**src/rtl/load_writeback_unit_pkg.sv**
```systemverilog
// Shared widths and types for the writeback stage: register-file geometry,
// load funct3 encodings and the pending-load queue entry.
// No ports; imported by the interface, the top and the load aligner.
package riscv_definitions;

  localparam int DATA_WIDTH = 32;
  localparam int REG_ADDR   = 5;
  localparam int REG_COUNT  = 32;

  typedef enum logic [2:0] {
    F3_LB  = 3'b000,
    F3_LH  = 3'b001,
    F3_LW  = 3'b010,
    F3_LBU = 3'b100,
    F3_LHU = 3'b101
  } load_funct3_e;

  // funct3 is kept as raw bits so undefined encodings survive to the aligner
  typedef struct packed {
    logic [REG_ADDR-1:0] rd;
    logic [2:0]          funct3;
    logic [1:0]          addr_lo;
  } pending_load_t;

endpackage

```
**src/rtl/load_writeback_unit_if.sv**
```systemverilog
// Bundle of the writeback unit's handshake and data signals.
// Ports: ALU result (valid/rd/data), load issue (valid/rd/funct3/addr_lo/ready),
// memory response (valid/data/ready), register-file write and busy mask.
interface load_writeback_unit_if;
  import riscv_definitions::*;

  logic                  i_alu_valid;
  logic [REG_ADDR-1:0]   i_alu_rd;
  logic [DATA_WIDTH-1:0] i_alu_data;
  logic                  i_load_issue_valid;
  logic [REG_ADDR-1:0]   i_load_issue_rd;
  logic [2:0]            i_load_issue_funct3;
  logic [1:0]            i_load_issue_addr_lo;
  logic                  o_load_issue_ready;
  logic                  i_mem_rsp_valid;
  logic [DATA_WIDTH-1:0] i_mem_rsp_data;
  logic                  o_mem_rsp_ready;
  logic                  o_wr_reg_en;
  logic [REG_ADDR-1:0]   o_write_register_addr;
  logic [DATA_WIDTH-1:0] o_write_data;
  logic [REG_COUNT-1:0]  o_busy_mask;

  // master: execute/memory side driving the unit
  modport master (
    output i_alu_valid, i_alu_rd, i_alu_data,
    output i_load_issue_valid, i_load_issue_rd, i_load_issue_funct3, i_load_issue_addr_lo,
    input  o_load_issue_ready,
    output i_mem_rsp_valid, i_mem_rsp_data,
    input  o_mem_rsp_ready,
    input  o_wr_reg_en, o_write_register_addr, o_write_data, o_busy_mask
  );

  // slave: the writeback unit itself
  modport slave (
    input  i_alu_valid, i_alu_rd, i_alu_data,
    input  i_load_issue_valid, i_load_issue_rd, i_load_issue_funct3, i_load_issue_addr_lo,
    output o_load_issue_ready,
    input  i_mem_rsp_valid, i_mem_rsp_data,
    output o_mem_rsp_ready,
    output o_wr_reg_en, o_write_register_addr, o_write_data, o_busy_mask
  );

endinterface

```
**src/rtl/load_writeback_unit_align.sv**
```systemverilog
// Load aligner: picks the byte/halfword lane of a memory word and extends it.
// Latency: purely combinational. Backpressure: none.
// Ports: i_word (raw word), i_funct3 (load type), i_addr_lo (byte offset), o_data.
module load_align
  import riscv_definitions::*;
(
  input  logic [DATA_WIDTH-1:0] i_word,
  input  logic [2:0]            i_funct3,
  input  logic [1:0]            i_addr_lo,
  output logic [DATA_WIDTH-1:0] o_data
);

  logic [7:0]  w_byte;
  logic [15:0] w_half;

  always_comb begin
    w_byte = 8'(i_word >> {i_addr_lo, 3'b000});
    w_half = i_addr_lo[1] ? i_word[31:16] : i_word[15:0];
    case (i_funct3)
      F3_LB:   o_data = {{(DATA_WIDTH-8){w_byte[7]}}, w_byte};
      F3_LH:   o_data = {{(DATA_WIDTH-16){w_half[15]}}, w_half};
      F3_LBU:  o_data = {{(DATA_WIDTH-8){1'b0}}, w_byte};
      F3_LHU:  o_data = {{(DATA_WIDTH-16){1'b0}}, w_half};
      default: o_data = i_word;  // LW and any undefined encoding
    endcase
  end

endmodule

```
**src/rtl/load_writeback_unit.sv**
```systemverilog
// Writeback stage: merges ALU results and in-order load responses onto the single RF write port.
// Latency: ALU 1 cycle; load response -> hold 1 cycle -> RF write 1 cycle later when ALU idle.
// Backpressure: issue stalls when queue full or rd busy; responses stall while the hold register is full.
// Ports: i_clk, i_rst (sync, active-high), wb (load_writeback_unit_if.slave).
// Optional: define WB_ASSERTIONS_EN to compile protocol assertions.
module load_writeback_unit #(
  parameter int LOAD_DEPTH = 4
) (
  input logic                  i_clk,
  input logic                  i_rst,
  load_writeback_unit_if.slave wb
);
  import riscv_definitions::*;

  localparam int             PTR_W   = $clog2(LOAD_DEPTH);
  localparam logic [PTR_W:0] PTR_ONE = 1;

  pending_load_t         r_queue [LOAD_DEPTH];
  logic [PTR_W:0]        r_wr_ptr, r_rd_ptr;
  logic [REG_COUNT-1:0]  r_busy, w_busy_next;
  logic                  r_hold_vld;
  logic [REG_ADDR-1:0]   r_hold_rd;
  logic [DATA_WIDTH-1:0] r_hold_data;
  logic                  r_wr_en, r_wr_is_load;
  logic [REG_ADDR-1:0]   r_wr_addr;
  logic [DATA_WIDTH-1:0] r_wr_data;

  logic                  w_empty, w_full, w_issue_rdy, w_rsp_rdy, w_push, w_pop;
  pending_load_t         w_head, w_new;
  logic [DATA_WIDTH-1:0] w_aligned;
  logic                  w_sel_vld, w_sel_load;
  logic [REG_ADDR-1:0]   w_sel_rd;
  logic [DATA_WIDTH-1:0] w_sel_data;

  // Wrap bit differs but index matches -> full
  assign w_empty = (r_wr_ptr == r_rd_ptr);
  assign w_full  = (r_wr_ptr[PTR_W] != r_rd_ptr[PTR_W]) &&
                   (r_wr_ptr[PTR_W-1:0] == r_rd_ptr[PTR_W-1:0]);
  assign w_head  = r_queue[r_rd_ptr[PTR_W-1:0]];
  assign w_new   = '{rd: wb.i_load_issue_rd, funct3: wb.i_load_issue_funct3,
                     addr_lo: wb.i_load_issue_addr_lo};

  // Registered busy mask blocks a second load to the same rd (WAW)
  assign w_issue_rdy = !w_full && ((wb.i_load_issue_rd == '0) || !r_busy[wb.i_load_issue_rd]);
  assign w_rsp_rdy   = !w_empty && !r_hold_vld;
  assign w_push      = wb.i_load_issue_valid && w_issue_rdy;
  assign w_pop       = wb.i_mem_rsp_valid && w_rsp_rdy;

  load_align u_align (
    .i_word    (wb.i_mem_rsp_data),
    .i_funct3  (w_head.funct3),
    .i_addr_lo (w_head.addr_lo),
    .o_data    (w_aligned)
  );

  // ALU has priority; a held load result waits until the ALU is idle
  always_comb begin
    w_sel_vld  = 1'b0;
    w_sel_load = 1'b0;
    w_sel_rd   = '0;
    w_sel_data = '0;
    if (wb.i_alu_valid) begin
      w_sel_vld  = 1'b1;
      w_sel_rd   = wb.i_alu_rd;
      w_sel_data = wb.i_alu_data;
    end else if (r_hold_vld) begin
      w_sel_vld  = 1'b1;
      w_sel_load = 1'b1;
      w_sel_rd   = r_hold_rd;
      w_sel_data = r_hold_data;
    end
  end

  // A load's busy bit drops on the edge closing the cycle its write is presented
  always_comb begin
    w_busy_next = r_busy;
    if (r_wr_en && r_wr_is_load) w_busy_next[r_wr_addr] = 1'b0;
    if (w_push) w_busy_next[wb.i_load_issue_rd] = 1'b1;
    w_busy_next[0] = 1'b0;
  end

  always_ff @(posedge i_clk) begin
    if (w_push) r_queue[r_wr_ptr[PTR_W-1:0]] <= w_new;
  end

  always_ff @(posedge i_clk) begin
    if (i_rst) begin
      r_wr_ptr     <= '0;
      r_rd_ptr     <= '0;
      r_busy       <= '0;
      r_hold_vld   <= 1'b0;
      r_hold_rd    <= '0;
      r_hold_data  <= '0;
      r_wr_en      <= 1'b0;
      r_wr_is_load <= 1'b0;
      r_wr_addr    <= '0;
      r_wr_data    <= '0;
    end else begin
      if (w_push) r_wr_ptr <= r_wr_ptr + PTR_ONE;
      if (w_pop)  r_rd_ptr <= r_rd_ptr + PTR_ONE;
      r_busy <= w_busy_next;
      // A pop can only happen with hold empty, so load and drain never collide
      if (w_pop) begin
        r_hold_vld  <= 1'b1;
        r_hold_rd   <= w_head.rd;
        r_hold_data <= w_aligned;
      end else if (!wb.i_alu_valid && r_hold_vld) begin
        r_hold_vld <= 1'b0;
      end
      r_wr_en      <= w_sel_vld && (w_sel_rd != '0);
      r_wr_is_load <= w_sel_load;
      r_wr_addr    <= w_sel_rd;
      r_wr_data    <= w_sel_data;
    end
  end

  assign wb.o_load_issue_ready    = w_issue_rdy;
  assign wb.o_mem_rsp_ready       = w_rsp_rdy;
  assign wb.o_wr_reg_en           = r_wr_en;
  assign wb.o_write_register_addr = r_wr_addr;
  assign wb.o_write_data          = r_wr_data;
  assign wb.o_busy_mask           = r_busy;

`ifdef WB_ASSERTIONS_EN
  a_alu_busy_rd: assert property (@(posedge i_clk) disable iff (i_rst)
    (wb.i_alu_valid && wb.i_alu_rd != '0) |-> !r_busy[wb.i_alu_rd]);
  a_rsp_empty: assert property (@(posedge i_clk) disable iff (i_rst)
    wb.i_mem_rsp_valid |-> !w_empty);
  a_rsp_known: assert property (@(posedge i_clk) disable iff (i_rst)
    wb.i_mem_rsp_valid |-> !$isunknown(wb.i_mem_rsp_data));
  a_busy_x0: assert property (@(posedge i_clk) disable iff (i_rst)
    !r_busy[0]);
`else
  // Checks compiled out; datapath is unchanged.
`endif

endmodule

```
**src/flat_wrapper.sv**
```systemverilog
// flat-port wrapper written by rule: the top's interface ports become plain ports
module load_writeback_unit_flat import riscv_definitions::*;
#(
  parameter int LOAD_DEPTH = 4
)
  (i_clk, i_rst, wb_i_alu_valid, wb_i_alu_rd, wb_i_alu_data, wb_i_load_issue_valid, wb_i_load_issue_rd, wb_i_load_issue_funct3, wb_i_load_issue_addr_lo, wb_o_load_issue_ready, wb_i_mem_rsp_valid, wb_i_mem_rsp_data, wb_o_mem_rsp_ready, wb_o_wr_reg_en, wb_o_write_register_addr, wb_o_write_data, wb_o_busy_mask);
  load_writeback_unit_if wb_i ();
  input logic i_clk;
  input logic i_rst;
  input wire logic [$bits(wb_i.i_alu_valid)-1:0] wb_i_alu_valid;
  input wire logic [$bits(wb_i.i_alu_rd)-1:0] wb_i_alu_rd;
  input wire logic [$bits(wb_i.i_alu_data)-1:0] wb_i_alu_data;
  input wire logic [$bits(wb_i.i_load_issue_valid)-1:0] wb_i_load_issue_valid;
  input wire logic [$bits(wb_i.i_load_issue_rd)-1:0] wb_i_load_issue_rd;
  input wire logic [$bits(wb_i.i_load_issue_funct3)-1:0] wb_i_load_issue_funct3;
  input wire logic [$bits(wb_i.i_load_issue_addr_lo)-1:0] wb_i_load_issue_addr_lo;
  output wire logic [$bits(wb_i.o_load_issue_ready)-1:0] wb_o_load_issue_ready;
  input wire logic [$bits(wb_i.i_mem_rsp_valid)-1:0] wb_i_mem_rsp_valid;
  input wire logic [$bits(wb_i.i_mem_rsp_data)-1:0] wb_i_mem_rsp_data;
  output wire logic [$bits(wb_i.o_mem_rsp_ready)-1:0] wb_o_mem_rsp_ready;
  output wire logic [$bits(wb_i.o_wr_reg_en)-1:0] wb_o_wr_reg_en;
  output wire logic [$bits(wb_i.o_write_register_addr)-1:0] wb_o_write_register_addr;
  output wire logic [$bits(wb_i.o_write_data)-1:0] wb_o_write_data;
  output wire logic [$bits(wb_i.o_busy_mask)-1:0] wb_o_busy_mask;
  assign wb_i.i_alu_valid = wb_i_alu_valid;
  assign wb_i.i_alu_rd = wb_i_alu_rd;
  assign wb_i.i_alu_data = wb_i_alu_data;
  assign wb_i.i_load_issue_valid = wb_i_load_issue_valid;
  assign wb_i.i_load_issue_rd = wb_i_load_issue_rd;
  assign wb_i.i_load_issue_funct3 = wb_i_load_issue_funct3;
  assign wb_i.i_load_issue_addr_lo = wb_i_load_issue_addr_lo;
  assign wb_o_load_issue_ready = wb_i.o_load_issue_ready;
  assign wb_i.i_mem_rsp_valid = wb_i_mem_rsp_valid;
  assign wb_i.i_mem_rsp_data = wb_i_mem_rsp_data;
  assign wb_o_mem_rsp_ready = wb_i.o_mem_rsp_ready;
  assign wb_o_wr_reg_en = wb_i.o_wr_reg_en;
  assign wb_o_write_register_addr = wb_i.o_write_register_addr;
  assign wb_o_write_data = wb_i.o_write_data;
  assign wb_o_busy_mask = wb_i.o_busy_mask;
  load_writeback_unit #(.LOAD_DEPTH(LOAD_DEPTH)) u_core (.i_clk(i_clk), .i_rst(i_rst), .wb(wb_i));
endmodule
```
**config.mk**
```make
export PLATFORM = sky130hd
export DESIGN_NAME = load_writeback_unit_flat
export DESIGN_NICKNAME = d
export VERILOG_FILES = /design/src/rtl/load_writeback_unit_pkg.sv /design/src/rtl/load_writeback_unit_if.sv /design/src/rtl/load_writeback_unit_align.sv /design/src/rtl/load_writeback_unit.sv /design/src/flat_wrapper.sv
export SDC_FILE = /design/constraint.sdc
export NUM_CORES = 1
export LEC_CHECK = 0
export BUFFER_PORTS_ARGS = -buffer_cell sky130_fd_sc_hd__buf_2
export CORE_ASPECT_RATIO = 1.5
export CORE_MARGIN = 4
export CORE_UTILIZATION = 50
export CTS_BUF_LIST = sky130_fd_sc_hd__clkbuf_4 sky130_fd_sc_hd__clkbuf_8
export CTS_CLUSTER_DIAMETER = 100
export DETAILED_ROUTE_END_ITERATION = 10
export MAX_ROUTING_LAYER = met4
export PLACE_DENSITY = 0.87
export SLEW_MARGIN = 20
export SYNTH_ARGS = -nofsm -noshare
export SYNTH_HDL_FRONTEND = slang
export SYNTH_SLANG_ARGS = --single-unit
```
**constraint.sdc**
```tcl
create_clock -name i_clk -period 2.1 [get_ports i_clk]
set_input_delay 0.105 -clock i_clk [delete_from_list [all_inputs] [get_ports i_clk]]
set_output_delay 0.105 -clock i_clk [all_outputs]
set_load 0.005 [all_outputs]
```
# Word level (Yosys, flattened, before mapping)
# Memory sizes are Yosys's and may differ from the RTL's. A register that Yosys moved wholly into a read port is not among the register bits.
# Cells that the tools add are included.
[totals] ff_bits=115 latch_bits=0 ramBits=40 romBits=0 inputBits=84 output_inout_bits=72 wordCells=71 n_memories=1
[classes] add_sub_neg=2 multipliers=0 n_div=0 magnitude_cmp=4 n_eq_ne=6 n_shift=1 n_mux=22 bitwise=3 reduce_logical=21
[mem_list] memory="u_core.r_queue" depth=4 width=10 rd=1 rd_ports_with_merged_regs=1 wr=1 line="load_writeback_unit.sv:18" text="pending_load_t r_queue [LOAD_DEPTH];"
[op_table] cell="32-bit two-way mux" count=4
[op_table] cell="32-bit case mux with 4 select lines" count=1
[op_table] cell="32-bit bitwise AND" count=1
[op_table] cell="32-bit NOT" count=1
[op_table] cell="32-bit OR" count=1
[op_table] cell="32-bit by 5-bit right shift with 8-bit output" count=1
[op_table] cell="16-bit two-way mux" count=1
[op_table] cell="5-bit by 6-bit less-than comparator with 1-bit output, second input constant" count=2
[op_table] cell="1-bit demux with 5-bit select" count=2
[op_table] cell="5-bit by 1-bit >= comparator with 1-bit output, second input constant" count=2
[op_table] cell="1-bit logical AND" count=10
[op_table] cell="5-bit two-way mux" count=2
[op_table] cell="1-bit two-way mux" count=9
[op_table] cell="3-bit by 1-bit adder with 3-bit output, second input constant" count=2
[op_table] cell="3-bit == test, second input constant" count=2
[op_table] cell="1-bit binary-select mux with 5-bit select" count=1
[op_table] cell="1-bit zero test" count=5
[op_table] cell="5-bit zero test" count=1
[op_table] cell="5-bit nonzero test" count=1
[op_table] cell="2-bit two-way mux" count=2
[op_table] cell="3-bit by 1-bit == test with 1-bit output, second input constant" count=1
[op_table] cell="3-bit == test" count=1
[op_table] cell="3-bit zero test" count=1
[op_table] cell="2-bit == test" count=1
[op_table] cell="4 further kinds" count=4

# Logic depth before layout (Yosys ltp)
[logic_depth] ltp_word=9 mapped_depth=8 depth_no_buf=5

# Modules after synthesis
# A second synthesis with hierarchy kept.
[hier_totals] hier_cells=675 area_unflattened_um2=6941.7
[by_module_without_submodules] module="load_writeback_unit" instances=1 cells_each=557 area_per_inst_um2=6142.1 seq_area_each_um2=3523.4
[by_module_without_submodules] module="load_align" instances=1 cells_each=118 area_per_inst_um2=799.5 seq_area_each_um2=0.0

# Worst setup path before layout
# Ideal clock, no wire load.
[synth_timing] path_kind="reg2reg" from="reg u_core.r_busy[11], in the netlist u_core.wb.o_busy_mask[11]" to="mem u_core.r_queue[1][0] (netlist name), enable pin" setup_ns=0.343 arrival_time_ns=1.941 required_ns=1.757 setup_slack_ns=-0.185 stages_incl_launch_ff=7 path_buffers=1 period_less_slack_ns=2.285 cell_sequence="dfxtp_1 mux4_2 nor2_1 o32ai_4 nor3_4 buf_6 and3_1"
[synth_between] elab_chain_len=8
[synth_rtl] element="start: declaration" line="load_writeback_unit.sv:20" text="logic [REG_COUNT-1:0] r_busy, w_busy_next;"
[synth_rtl] element="start signal: assignment" line="load_writeback_unit.sv:101" text="r_busy <= w_busy_next;"
[synth_rtl] element="1-bit binary-select mux with 5-bit select" line="load_writeback_unit.sv:44" text="assign w_issue_rdy = !w_full && ((wb.i_load_issue_rd == '0) || !r_busy[wb.i_load_issue_rd]);"
[synth_rtl] element="1-bit two-way mux (not written as such)" line="load_writeback_unit.sv:44"
[synth_rtl] element="1-bit zero test" line="load_writeback_unit.sv:44"
[synth_rtl] element="1-bit logical OR" line="load_writeback_unit.sv:44"
[synth_rtl] element="1-bit logical AND" line="load_writeback_unit.sv:44"
[synth_rtl] element="1-bit logical AND" line="load_writeback_unit.sv:46" text="assign w_push = wb.i_load_issue_valid && w_issue_rdy;"
[synth_rtl] element="1-bit two-way mux" line="load_writeback_unit.sv:83" text="if (w_push) r_queue[r_wr_ptr[PTR_W-1:0]] <= w_new;"
[synth_rtl] element="1-bit two-way mux (not written as such)" line="load_writeback_unit.sv:83"
[synth_rtl] element="end: declaration" line="load_writeback_unit.sv:18"
# No other way between the ends. The select of a mux whose other input is x is not followed.

# Worst setup path in the final report
[layout_timing] from="reg u_core.r_busy[21], in the netlist u_core.wb.o_busy_mask[21]" to="out wb_o_load_issue_ready"
[layout_between] elab_chain_len=5
[layout_rtl] element="1-bit binary-select mux with 5-bit select" line="load_writeback_unit.sv:44"
[layout_rtl] element="1-bit two-way mux (not written as such)" line="load_writeback_unit.sv:44"
[layout_rtl] element="1-bit zero test" line="load_writeback_unit.sv:44"
[layout_rtl] element="1-bit logical OR" line="load_writeback_unit.sv:44"
[layout_rtl] element="1-bit logical AND" line="load_writeback_unit.sv:44"
[layout_rtl] element="end: declaration" line="flat_wrapper.sv:17" text="output wire logic [$bits(wb_i.o_load_issue_ready)-1:0] wb_o_load_issue_ready;"
# No other way between the ends. The select of a mux whose other input is x is not followed.

==> results.md <==
* Slew @ Worst Pin at 672.9 ps
* Tmin final at 2146 ps
* Worst Hold Launch: wb_i_load_issue_rd[1]
* Vert. Die Dim at 150.5 µm
* Max_cap viols at 0
* Reg power frac at 47.1%
* Total global routing overflow at 0
* FILL cells at 866
* Crit end category: primary output
* Drt wl/cell at 21.78 µm
* First-pass GRT wire length at 33390 µm
* Standard-cell rows at 51
* Startpoint types: register
* Clock tree buffer depth at 2
* Crit path cell chain: mux4_2, nand4_1, nand4_4, nor3_4, buf_12, buf_6
* Post-Syn Area at 6771 µm²
* Total leakage power at 4.026 nW
* Slack of the critical path at -46.30 ps
* Vias per cell at 6.278
* Buf/Inv on CP at 2
* Max_slew headroom at 55.04%
* Inserted Clock Buffers at 17
* Cells on worst reg2reg path at 6
* Post-Syn Area per Cell at 10.75 µm²
* Crit path depth at 6
* Post-DP HPWL at 14430 µm
* Cells after DPL at 938
* Tcrit/Tclk final at 102.2%
* CP Data Arrival Time at 2040 ps
* Pre-antenna DRT Iters at 5
* Diodes inserted at 0
* Comb pwr share at 21.4%
* Width of the die at 103.0 µm
* Number of global-route vias before repair at 6581
* Worst path max stage delay at 460 ps
* Reg-to-Reg End: u_core.r_hold_data[12]
* Post-synth EDFFs at 40
* P_sw at 2.201 mW
* Die area at 15510 µm²
* Worst reg2reg startpoint: u_core.r_queue[2][1]
* Internal power at 5.057 mW
* Final Setup Violations at 12
* RSZ-0062 raised after global routing: true
* Syn Inst Count at 630
* Worst hold path type: in2reg
* Clk pwr share at 31.6%
* Layout Nets at 973
* Netlist cell types at 57
* Hold Path Cell Cnt at 1
* # DRC at 0
* Ys Warns at 0
* Vias at 6630
* Skew-Pair Late Insertion Delay at 460 ps
* Final hold viol count at 0
* Total routed wirelength at 23000 µm
* Total GRT Usage at 29.06%
* Crit path kind: reg2out
* Syn nets at 719
* Peak VDD IR at 0.4701 mV
* CP max FO at 3
* Main synth FF type: dfxtp_1
* Worst clock skew at 16.58 ps
* CTS HTree Levels at 4
* Initial antenna violation count at 0
* Post-synth ARST share at 0%
* Core Footprint at 13150 µm²
* Most common cell after layout, fill and taps aside: buf_2
* IO buf count at 154
* Clk sinks at 156
* Fraction of layout cells with a size suffix above 1 at 36.90%
* Commonest non-fill, non-tap cells in the layout: buf_2, dfxtp_1, nand2_1
* Pin count of the biggest net entering global routing at 33
* Synthesized flop and latch total at 156
* FF-to-FF setup slack at -10 ps
* Clock transition at path regs at 90 ps
* Clock root buffer: clkbuf_8
* Initial Util at 51.51%
* PD cells at 781.3 nW/µm²
* Fmax at 465.9 MHz
* Power, Total at 7.258 mW
* 1st-iter DRT viols at 501
* Failing checks: negative setup slack
* CTS tree: yes
* Post-route ant nets at 0
* Setup crit start: u_core.wb.o_busy_mask[21]
* Placed cell areas at 7875 µm²
* Hold worst-path end: u_core.r_queue[3][6]
* Slowest cell on crit path: mux4_2
* Seq/Total Area, Yosys at 52.03%
* Num ports at 156
* Cell area after layout at 9290 µm²
* Crit-path leading delay family: simple AND/OR/NAND/NOR gates
* Status: finished, violations left
* Count of pins over their slew limit at 0
* Non-filler cells in the finished layout at 1056
* Crit path required time at 2000 ps
* Area Growth Syn to Fin at 37.20%
* Total Neg Setup Slack at -92.94 ps
* Core Util, Final at 70.67%
* GPL Wtd Cong at 0.9553
* Sw Ratio at 30.32%
-- logic make-up (layout without fill, tap and decap cells) --
| kind of cell | after synthesis | count (layout) | share of synthesized area [%] |
|---|---|---|---|
| xor gates and xnor gates | 6 | 6 | 0.7760 |
| AOI/OAI and AO/OA | 179 | 179 | 19.94 |
| and+or+nand+nor | 186 | 190 | 13.60 |
| buffers and inverters | 56 | 319 | 4.231 |
| other | 1 | 1 | 0.05538 |
| DFF | 156 | 156 | 52.03 |
| adders and majority gates | 5 | 5 | 0.9239 |
| muxes | 41 | 41 | 8.444 |
-- worst max path at each step --
| stage | slack [ps] | endpoint |
|---|---|---|
| floorplan | -8 | u_core.r_wr_ptr[2] |
| global placement | 30 | u_core.r_queue[1][3] |
| detailed placement | -70 | u_core.r_hold_data[8] |
| CTS | -100 | wb_o_load_issue_ready |
| global route | -110 | wb_o_load_issue_ready |
| finish | -50 | wb_o_load_issue_ready |
-- cells in the mapped netlist, types with 10 or more instances --
| library cell | n | area, µm² |
|---|---|---|
| dfxtp_1 | 116 | 2322 |
| nand2_1 | 78 | 292.8 |
| a21oi_1 | 49 | 245.2 |
| edfxtp_1 | 40 | 1201 |
| nor2_1 | 36 | 135.1 |
| a22o_1 | 32 | 280.3 |
| clkbuf_1 | 26 | 97.59 |
| o21ai_0 | 25 | 125.1 |
| mux2i_1 | 22 | 220.2 |
| a31o_2 | 19 | 166.4 |
| mux4_2 | 12 | 270.3 |
| o211a_1 | 12 | 120.1 |
| or3_1 | 12 | 75.07 |
| and3_1 | 11 | 68.82 |
| inv_1 | 11 | 41.29 |
| nand2b_1 | 10 | 62.56 |
-- cell type report --
cell class | instances | area, µm² | share of cell area [%]
repair buffers | 276 | 1916 | 20.62
clock buffers | 17 | 234.0 | 2.519
well taps | 159 | 198.9 | 2.141
inverters | 11 | 41.29 | 0.4444
flip-flops and latches | 156 | 3535 | 38.05
clock inverters | 15 | 161.4 | 1.737
multi-input cells | 422 | 3204 | 34.49
-- layer usage --
| layer | wire length (µm) | GRT usage (%) |
|---|---|---|
| met5 | 0 | - |
| met4 | 1711 | 20.41 |
| met3 | 2189 | 6.305 |
| met2 | 11710 | 49.16 |
| met1 | 7390 | 29.03 |
-- per-stage QoR --
stage	hold WS, ps	setup slack, ps
detailed placement	324.3	-73.36
floorplan	203.9	-7.925
finish	45.66	-46.30
global placement	321.7	27.33
global route	30.01	-111.8
CTS	12.29	-96.12
-- flip-flops by register name, summed over array words and instances (netlist names), named ones only --
name	flops
u_core.r_hold_data	32
u_core.r_hold_rd	5
u_core.r_hold_vld	1
u_core.r_queue	40
u_core.r_rd_ptr	3
u_core.r_wr_is_load	1
u_core.r_wr_ptr	3
u_core.wb.o_busy_mask	31
u_core.wb.o_wr_reg_en	1
u_core.wb.o_write_data	32
u_core.wb.o_write_register_addr	5
-- worst register-to-register path: stages (launching register included) --
cell	delay [ps]
edfxtp_1	430
mux4_2	570
mux2i_2	330
mux2i_2	170
a211oi_4	230
buf_4	190
a221oi_2	70
-- what timing repair did --
item | CTS | global route
buffers inserted | 9 | 4
pin swaps | 4 | 5
endpoints found under the hold margin | 87 | 0
gates resized for setup | 8 | 34
gates cloned | 1 | 4
setup endpoints to repair | 16 | 81
hold buffers | 68 | 0
-- power groups by stage --
stage	clock network [mW]	registers, mW	logic (mW)
floorplan	0	3.43	0.797
finish	2.29	3.42	1.55
global route	2.44	3.43	1.64
detailed placement	0	3.46	1.22
CTS	2.31	3.39	1.37
global placement	0	3.45	1.18
(Power assumes the default switching activity.)
